`src/rtl/adc_in_frame.sv`:
```
// ADC gain/saturate stage packing samples into tlast-delimited AXI-S frames; adc_valid -> o_tvalid 3 cycles.
// Backpressure is absorbed by a FWFT FIFO; the ADC is never stalled, so samples are dropped (sticky flag) when full.
module adc_in_frame #(
   parameter int FRAME_LEN  = 1024,
   parameter int FIFO_DEPTH = 16,
   parameter int FRAC_BITS  = 30
) (
   input  logic        clk,
   input  logic        rst,
   input  logic [31:0] i_mode,
   input  logic [31:0] i_in_zoom,
   input  logic [15:0] i_adc_data,
   input  logic        i_adc_valid,
   input  logic        i_clr_ovf,
   output logic [15:0] o_tdata,
   output logic        o_tvalid,
   input  logic        i_tready,
   output logic        o_tlast,
   output logic        o_overflow,
   output logic        o_sat,
   output logic [15:0] o_frame_cnt
);

   localparam int IW = $clog2(FRAME_LEN);
   localparam int AW = $clog2(FIFO_DEPTH);
   localparam logic [0:0] ST_IDLE = 1'b0;
   localparam logic [0:0] ST_RUN  = 1'b1;
   localparam logic [IW-1:0] IDX_LAST = IW'(FRAME_LEN - 1);
   localparam logic signed [47:0] SAT_MAX = 48'sd32767;
   localparam logic signed [47:0] SAT_MIN = -48'sd32768;

   logic [0:0]          state_q, state_d;
   logic [7:0]          mode_q, mode_d;
   logic [IW-1:0]       idx_q, idx_d;
   logic                s1_vld_q, s1_vld_d;
   logic [15:0]         s1_raw_q, s1_raw_d;
   logic signed [47:0]  s1_prod_q, s1_prod_d;
   logic                s2_vld_q, s2_vld_d;
   logic [15:0]         s2_dat_q, s2_dat_d;
   logic                s2_last_q, s2_last_d;
   logic [AW:0]         wr_ptr_q, wr_ptr_d;
   logic [AW:0]         rd_ptr_q, rd_ptr_d;
   logic                ovf_q, ovf_d;
   logic                sat_q, sat_d;
   logic [15:0]         frame_cnt_q, frame_cnt_d;
   logic [16:0]         mem_q [FIFO_DEPTH];

   logic [7:0]          mode_in;
   logic                mode_in_ok;
   logic                unused_mode_hi;
   logic                s2_load;
   logic                at_last;
   logic signed [47:0]  scaled;
   logic                clip_hi, clip_lo, clip;
   logic [15:0]         scaled_sat;
   logic                empty, full, pop, push, drop;
   logic [16:0]         rd_entry;

   assign mode_in        = i_mode[7:0];
   assign mode_in_ok     = (mode_in == 8'd1) || (mode_in == 8'd2);
   assign unused_mode_hi = |i_mode[31:8];

   assign s2_load = s1_vld_q && (state_q == ST_RUN);
   assign at_last = (idx_q == IDX_LAST);

   // Arithmetic shift of a signed product floors toward -inf.
   assign scaled     = s1_prod_q >>> FRAC_BITS;
   assign clip_hi    = scaled > SAT_MAX;
   assign clip_lo    = scaled < SAT_MIN;
   assign scaled_sat = clip_hi ? 16'h7FFF : (clip_lo ? 16'h8000 : scaled[15:0]);
   assign clip       = s2_load && (mode_q == 8'd2) && (clip_hi || clip_lo);

   assign empty = (wr_ptr_q == rd_ptr_q);
   assign full  = (wr_ptr_q[AW] != rd_ptr_q[AW]) && (wr_ptr_q[AW-1:0] == rd_ptr_q[AW-1:0]);
   assign pop   = !empty && i_tready;
   assign push  = s2_vld_q && (!full || pop);
   assign drop  = s2_vld_q && full && !pop;

   // Mode is only re-sampled at the frame boundary so a frame is never split across modes.
   always_comb begin
      state_d = state_q;
      mode_d  = mode_q;
      idx_d   = idx_q;
      case (state_q)
         ST_IDLE: begin
            if (mode_in_ok) begin
               state_d = ST_RUN;
               mode_d  = mode_in;
               idx_d   = '0;
            end
         end
         ST_RUN: begin
            if (s2_load) begin
               idx_d = idx_q + IW'(1);
               if (at_last) begin
                  if (mode_in_ok) mode_d = mode_in;
                  else            state_d = ST_IDLE;
               end
            end
         end
         default: state_d = ST_IDLE;
      endcase
   end

   always_comb begin
      s1_vld_d    = i_adc_valid && (state_q == ST_RUN);
      s1_raw_d    = i_adc_data;
      s1_prod_d   = $signed({{32{i_adc_data[15]}}, i_adc_data}) *
                    $signed({{16{i_in_zoom[31]}}, i_in_zoom});
      s2_vld_d    = s2_load;
      s2_dat_d    = (mode_q == 8'd2) ? scaled_sat : s1_raw_q;
      s2_last_d   = at_last;
      wr_ptr_d    = wr_ptr_q + (AW+1)'(push);
      rd_ptr_d    = rd_ptr_q + (AW+1)'(pop);
      ovf_d       = drop || (ovf_q && !i_clr_ovf);
      sat_d       = clip || (sat_q && !i_clr_ovf);
      frame_cnt_d = frame_cnt_q + 16'(push && s2_last_q);
   end

   always_ff @(posedge clk) begin
      if (rst) begin
         state_q     <= ST_IDLE;
         mode_q      <= '0;
         idx_q       <= '0;
         s1_vld_q    <= 1'b0;
         s1_raw_q    <= '0;
         s1_prod_q   <= '0;
         s2_vld_q    <= 1'b0;
         s2_dat_q    <= '0;
         s2_last_q   <= 1'b0;
         wr_ptr_q    <= '0;
         rd_ptr_q    <= '0;
         ovf_q       <= 1'b0;
         sat_q       <= 1'b0;
         frame_cnt_q <= '0;
      end else begin
         state_q     <= state_d;
         mode_q      <= mode_d;
         idx_q       <= idx_d;
         s1_vld_q    <= s1_vld_d;
         s1_raw_q    <= s1_raw_d;
         s1_prod_q   <= s1_prod_d;
         s2_vld_q    <= s2_vld_d;
         s2_dat_q    <= s2_dat_d;
         s2_last_q   <= s2_last_d;
         wr_ptr_q    <= wr_ptr_d;
         rd_ptr_q    <= rd_ptr_d;
         ovf_q       <= ovf_d;
         sat_q       <= sat_d;
         frame_cnt_q <= frame_cnt_d;
      end
   end

   always_ff @(posedge clk) begin
      if (push) mem_q[wr_ptr_q[AW-1:0]] <= {s2_last_q, s2_dat_q};
   end

   assign rd_entry    = mem_q[rd_ptr_q[AW-1:0]];
   assign o_tvalid    = !empty;
   assign o_tdata     = empty ? 16'h0000 : rd_entry[15:0];
   assign o_tlast     = !empty && rd_entry[16];
   assign o_overflow  = ovf_q;
   assign o_sat       = sat_q;
   assign o_frame_cnt = frame_cnt_q;

endmodule

```
`config.mk`:
```
export PLATFORM = sky130hd
export DESIGN_NAME = adc_in_frame
export DESIGN_NICKNAME = d
export VERILOG_FILES = /design/src/rtl/adc_in_frame.sv
export SDC_FILE = /design/constraint.sdc
export NUM_CORES = 2
export LEC_CHECK = 0
export CAP_MARGIN = 0
export CORE_MARGIN = 1.5
export CORE_UTILIZATION = 45
export CTS_CLUSTER_DIAMETER = 30
export DETAILED_ROUTE_END_ITERATION = 12
export PLACE_DENSITY = 0.64
export SETUP_SLACK_MARGIN = 0.02
export SLEW_MARGIN = 20
export SYNTH_ARGS = -nofsm -noshare
export SYNTH_HDL_FRONTEND = slang
export SYNTH_SLANG_ARGS = --single-unit
```
`constraint.sdc`:
```
create_clock -name clk -period 11.18 [get_ports clk]
set_input_delay 1.677 -clock clk [delete_from_list [all_inputs] [get_ports clk]]
set_output_delay 1.677 -clock clk [all_outputs]
set_load 0.05 [all_outputs]
```
## Yosys cells after proc, flatten, opt, wreduce, memory -nomap -nowiden

Memories as Yosys holds them, arrays and structs flattened. A register that Yosys moved wholly into a read port is not among the register bits.
Cells that the tools add are included.

| word-level totals | value |
|---|---|
| register bits after elaboration | 130 |
| memory bits (writable) | 272 |
| input bits | 85 |
| output and inout port bits | 36 |
| word-level logic and storage cells | 75 |
| memories | 1 |

Memories:

| memory | words | bits a word | rd ports | clocked after Yosys merged registers in | write ports | line | RTL |
|---|---|---|---|---|---|---|---|
| mem_q | 16 | 17 | 1 | 1 | 1 | 46 | `logic [16:0] mem_q [FIFO_DEPTH];` |

| cells by class | value |
|---|---|
| add/sub/neg operators | 4 |
| $mul | 1 |
| magnitude comparators | 2 |
| equal/unequal tests | 10 |
| multiplexer cells | 18 |
| bitwise operators | 1 |
| reduce and logical (&&, ||, !) cells | 24 |

Operators by type and width:

| cell | number |
|---|---|
| 16-bit two-way mux | 4 |
| 16-bit by 32-bit multiplier with 48-bit output | 1 |
| 8-bit two-way mux | 3 |
| 10-bit two-way mux | 2 |
| 10-bit case mux with 2 select lines | 1 |
| 18-bit by 16-bit greater-than comparator with 1-bit output (second input constant) | 1 |
| 18-bit by 16-bit < comparator with 1-bit output (second input constant) | 1 |
| 16-bit by 1-bit adder with 16-bit output | 1 |
| 8-bit by 2-bit == test with 1-bit output (second input constant) | 2 |
| 8-bit case mux with 2 select lines | 1 |
| 1-bit logical AND | 13 |
| 10-bit by 1-bit adder with 10-bit output (second input constant) | 1 |
| 5-bit by 1-bit adder with 5-bit output | 2 |
| 10-bit == test (second input constant) | 1 |
| 8-bit by 1-bit == test with 1-bit output (second input constant) | 1 |
| 5-bit == test | 1 |
| 1-bit logical OR | 5 |
| 1-bit two-way mux | 5 |
| 4-bit == test | 1 |
| 1-bit logical NOT | 4 |
| 4-bit two-way mux | 1 |
| 2-bit by 1-bit inequality test with 1-bit output (second input constant) | 2 |
| 2-bit AND reduction | 2 |
| 2-bit inequality test (second input constant) | 1 |
| 3 further kinds | 3 |

## Longest topological paths before layout

| depth | value |
|---|---|
| depth after elaboration | 7 |
| depth in mapped cells | 25 |
| depth with buffers taken out | 24 |

## Least setup slack after synthesis

No wires, ideal clock.

| timing path | value |
|---|---|
| kind | in2reg |
| start point | in i_adc_data[15] |
| end point | reg s1_prod_q[43] |
| library setup time | 122 ps |
| arrival | 7400 ps |
| required time | 11058 ps |
| setup slack | 3657 ps |
| stages | 22 |
| buffers on the path | 2 |
| path through | inv_1 -> clkbuf_1 -> buf_1 -> nor2_1 -> fa_1 -> fa_1 -> fa_1 -> fa_1 -> fa_1 -> inv_1 -> fa_1 -> inv_1 -> ha_1 -> nand2_1 -> or4_1 -> or2_1 -> a21oi_1 -> nor3_1 -> o21ai_4 -> nand2_1 -> mux2i_1 -> a311o_1 |

| on the way | value |
|---|---|
| cells in the longest elaborated chain, start to end | 1 |

Ends and longest elaborated chain:

| item | line | RTL |
|---|---|---|
| start, declared | 12 | `input logic [15:0] i_adc_data,` |
| 16-bit by 32-bit multiplier with 48-bit output | 108 | `s1_prod_d = $signed({{32{i_adc_data[15]}}, i_adc_data}) *` |
| end signal, assigned | 142 | `s1_prod_q <= s1_prod_d;` |
| end, declared | 37 | `logic signed [47:0] s1_prod_q, s1_prod_d;` |

Every way passes these cells.
A chain may end at the register's enable or synchronous reset.

## Final worst setup path

| timing path | value |
|---|---|
| start point | in i_adc_data[9] |
| end point | reg s1_prod_q[38] |

The elaborated chain is that of the path after synthesis.

==> results.sh <==
export IMPL_min_period_ns=8.56
export IMPL_tightestPinTransition_ns=1.09
export IMPL_ys_flop_type="edfxtp_1"
export IMPL_seqCellArea_um2=10200
export IMPL_pin_count=121
export IMPL_final_nets=3517
export IMPL_areaGrowthSynthToFinish_pct=13.3
export IMPL_initial_utilization_pct=45.5
export IMPL_fmax_mhz=117
export IMPL_design_die_area_um2=70900
export IMPL_rrSetupSlack_ns=7.59
export IMPL_holdBufCountCts=0
export IMPL_ys_seq_area_share_pct=32.6
export IMPL_ys_top_cells_by_count="inv_1, fa_1, nand2_1"
export IMPL_synth_area_um2=31200
export IMPL_timing_setup_tns_ns=0
export IMPL_yosys_area_top_type="fa_1"
export IMPL_wirelength_mm=72.6
export IMPL_yosysUniqueCellTypes=69
export IMPL_finalHoldViolations=0
export IMPL_status="completed"
export IMPL_cp_startpoint="i_adc_data[9]"
export IMPL_core_region_area_um2=68600
export IMPL_syn_nets=3441
export IMPL_detailroute_via_count=19800
export IMPL_wl_per_cell_um=19.0
export IMPL_endpoint="s1_prod_q[38]$_SDFF_PP0_"
export IMPL_r2r_end="mem_q[12][1]$_DFFE_PP_"
export IMPL_cts_resized=0
export IMPL_fillerInstances=5929
export IMPL_rsz0062_at_grt="no"
export IMPL_port_buffers=96
export IMPL_crit_path_end_kind="flip-flop"
export IMPL_holdCritPathClass="reg -> reg"
export IMPL_dr_first_iter_drc_count=1471
export IMPL_num_rows=96
export IMPL_post_route_period_util_pct=76.6
export IMPL_min_from="mode_q[6]$_SDFFE_PP0P_"
export IMPL_grt_max_degree=97
export IMPL_synth_most_common_cell="inv_1"
export IMPL_max_slew_margin_pct=27.0
export IMPL_finalSetupViolations=0
export IMPL_r2r_start="rd_ptr_q[1]$_SDFF_PP0_"
export IMPL_grt_pass1_vias=22500
export IMPL_yosys_warnings=0
export IMPL_final_antenna_net_count=0
export IMPL_drive_gt1_share_pct=9.12
export IMPL_cts_htree_levels=3
export IMPL_dr_pass1_iters=5
export IMPL_gr_usage_all_layers_pct=21.6
export IMPL_clkTransAtPathRegs_ns=0.05
export IMPL_clock_skew_ns=0.0341
export IMPL_drc_errors=0
export IMPL_clk_latency_ns=0.57
export IMPL_multi_input_area_um2=18500
export IMPL_die_w_um=266
export IMPL_post_cts_buffers=0
export IMPL_async_flop_share_pct=0
export IMPL_syn_avg_cell_area_um2=11.3
export IMPL_ys_seq_elements=372
export IMPL_reg2regPathDepth=8
export IMPL_hpwl_mm=50.5
export IMPL_cts_buffer_depth=3
export IMPL_die_h_um=266
export IMPL_vias_per_cell=5.20
export IMPL_slew_viol_final=0
export IMPL_numCtsBuffers=67
export IMPL_cap_violations=0
export IMPL_netlist_top_cells_area="fa_1, edfxtp_1, inv_1"
export IMPL_cp_required_ns=11.57
export IMPL_syn_inst=2753
export IMPL_worstPathMaxFanout=19
export IMPL_cts_tree="done"
export IMPL_synth_top_area_share_pct=31.1
export IMPL_grt_pass1_wl_mm=119
export IMPL_cts_sinks=372
export IMPL_gp_congestion=0.850
export IMPL_utilization_pct=51.5
export IMPL_cp_start_kind="primary input"
export IMPL_cts_root_buf="clkbuf_16"
export IMPL_path_class="in -> reg"
export IMPL_gr_total_overflow=0
export IMPL_grt_antenna_before_repair=2
export IMPL_arrival_ns=8.95
export IMPL_synth_edff_count=272
## placed cells by master, fill, tap and decap left out, types with 5 or more instances in the layout
cell type,instances
inv_1,545
fa_1,485
nand2_1,329
edfxtp_1,272
and2_1,210
ha_1,118
nor2_1,114
dfxtp_1,98
clkdlybuf4s50_1,93
mux4_2,85
clkbuf_16,70
a21oi_1,67
nor2b_1,48
buf_4,37
xnor2_1,31
o21ai_0,26
nor3_1,26
xor2_1,22
nand3_1,17
nand4_1,14
nor2_2,12
clkinv_1,12
clkbuf_1,10
nand2b_1,9
or3_1,9
clkinv_2,7
and3_1,6
o21bai_1,6
a21o_1,5
o21a_1,5
inv_6,5
clkinvlp_4,5
clkinv_8,5
## cells by family after synthesis
logic type	count (synthesis)	share of synthesized area [%]
fa+ha+maj	603	35.9
mux	89	6.27
flops	372	32.6
simple gates	824	12.8
xor+xnor	53	1.49
compound gates	142	2.82
buf+inv	670	8.12
## final cells by class
class / instances / share of cell area, %
clock buffer: 82 / 5.14
inverter: 545 / 5.79
clock inverter: 42 / 1.05
tap: 931 / 3.30
sequential: 372 / 28.8
antenna: 3 / 0.0212
multi-input combinational: 1711 / 52.5
timing repair buffer: 132 / 3.45
## stage by stage
| stage | hold WS (ns) | area, µm² | setup slack [ns] | cells |
|---|---|---|---|---|
| after floorplan | 0.422 | 31200 | 3.66 | 2753 |
| after CTS | 0.465 | 35300 | 2.69 | 3815 |
| final | 0.465 | 35300 | 2.62 | 3818 |
| after detailed placement | 0.448 | 33100 | 2.11 | 3691 |
| after global placement | 0.436 | 33100 | 2.19 | 3691 |
| after global routing | 0.475 | 35300 | 2.29 | 3815 |
## sequential cells by signal, indices dropped and copies added, names as in the netlist
register / count
idx_q: 10
mem_q: 272
mode_q: 8
o_frame_cnt: 16
o_overflow: 1
o_sat: 1
rd_ptr_q: 5
s1_prod_q: 18
s1_raw_q: 16
s1_vld_q: 1
s2_dat_q: 16
s2_last_q: 1
s2_vld_q: 1
state_q: 1
wr_ptr_q: 5
## critical path: stages
cell             delay [ns]
clkdlybuf4s50_1        1.06
buf_4                  0.43
nand2_1                0.11
fa_1                   0.51
inv_1                  0.05
fa_1                   0.48
fa_1                   0.58
fa_1                   0.46
fa_1                   0.50
inv_1                  0.05
fa_1                   0.47
inv_1                  0.05
ha_1                   0.30
nand2_1                0.12
nor2_1                 0.14
or4b_2                 0.61
o31ai_1                0.31
a21oi_1                0.16
o21ai_0                0.41
a41oi_1                0.21
xnor2_1                0.17
nor2_1                 0.06
## routing by layer
layer	up-vias	share of wire [%]	track usage (%)
li1	8798	-	-
met1	10300	42	28.4
met2	632	50	37.3
met3	119	5.7	3.10
met4	0	2.1	6.08
met5	-	0	0
## worst min path at each step
stage / endpoint / slack (ns) / cells past startpoint
floorplan: mode_q[2]$_SDFFE_PP0P_ / 0.42 / 1
global placement: mode_q[2]$_SDFFE_PP0P_ / 0.44 / 1
detailed placement: mode_q[6]$_SDFFE_PP0P_ / 0.45 / 1
CTS: mode_q[6]$_SDFFE_PP0P_ / 0.47 / 1
global route: mode_q[2]$_SDFFE_PP0P_ / 0.47 / 1
finish: mode_q[6]$_SDFFE_PP0P_ / 0.46 / 1
Power is left out: the tool's default activity adds up to more than one toggle a clock period on the data nets, which glitch-free logic cannot reach.
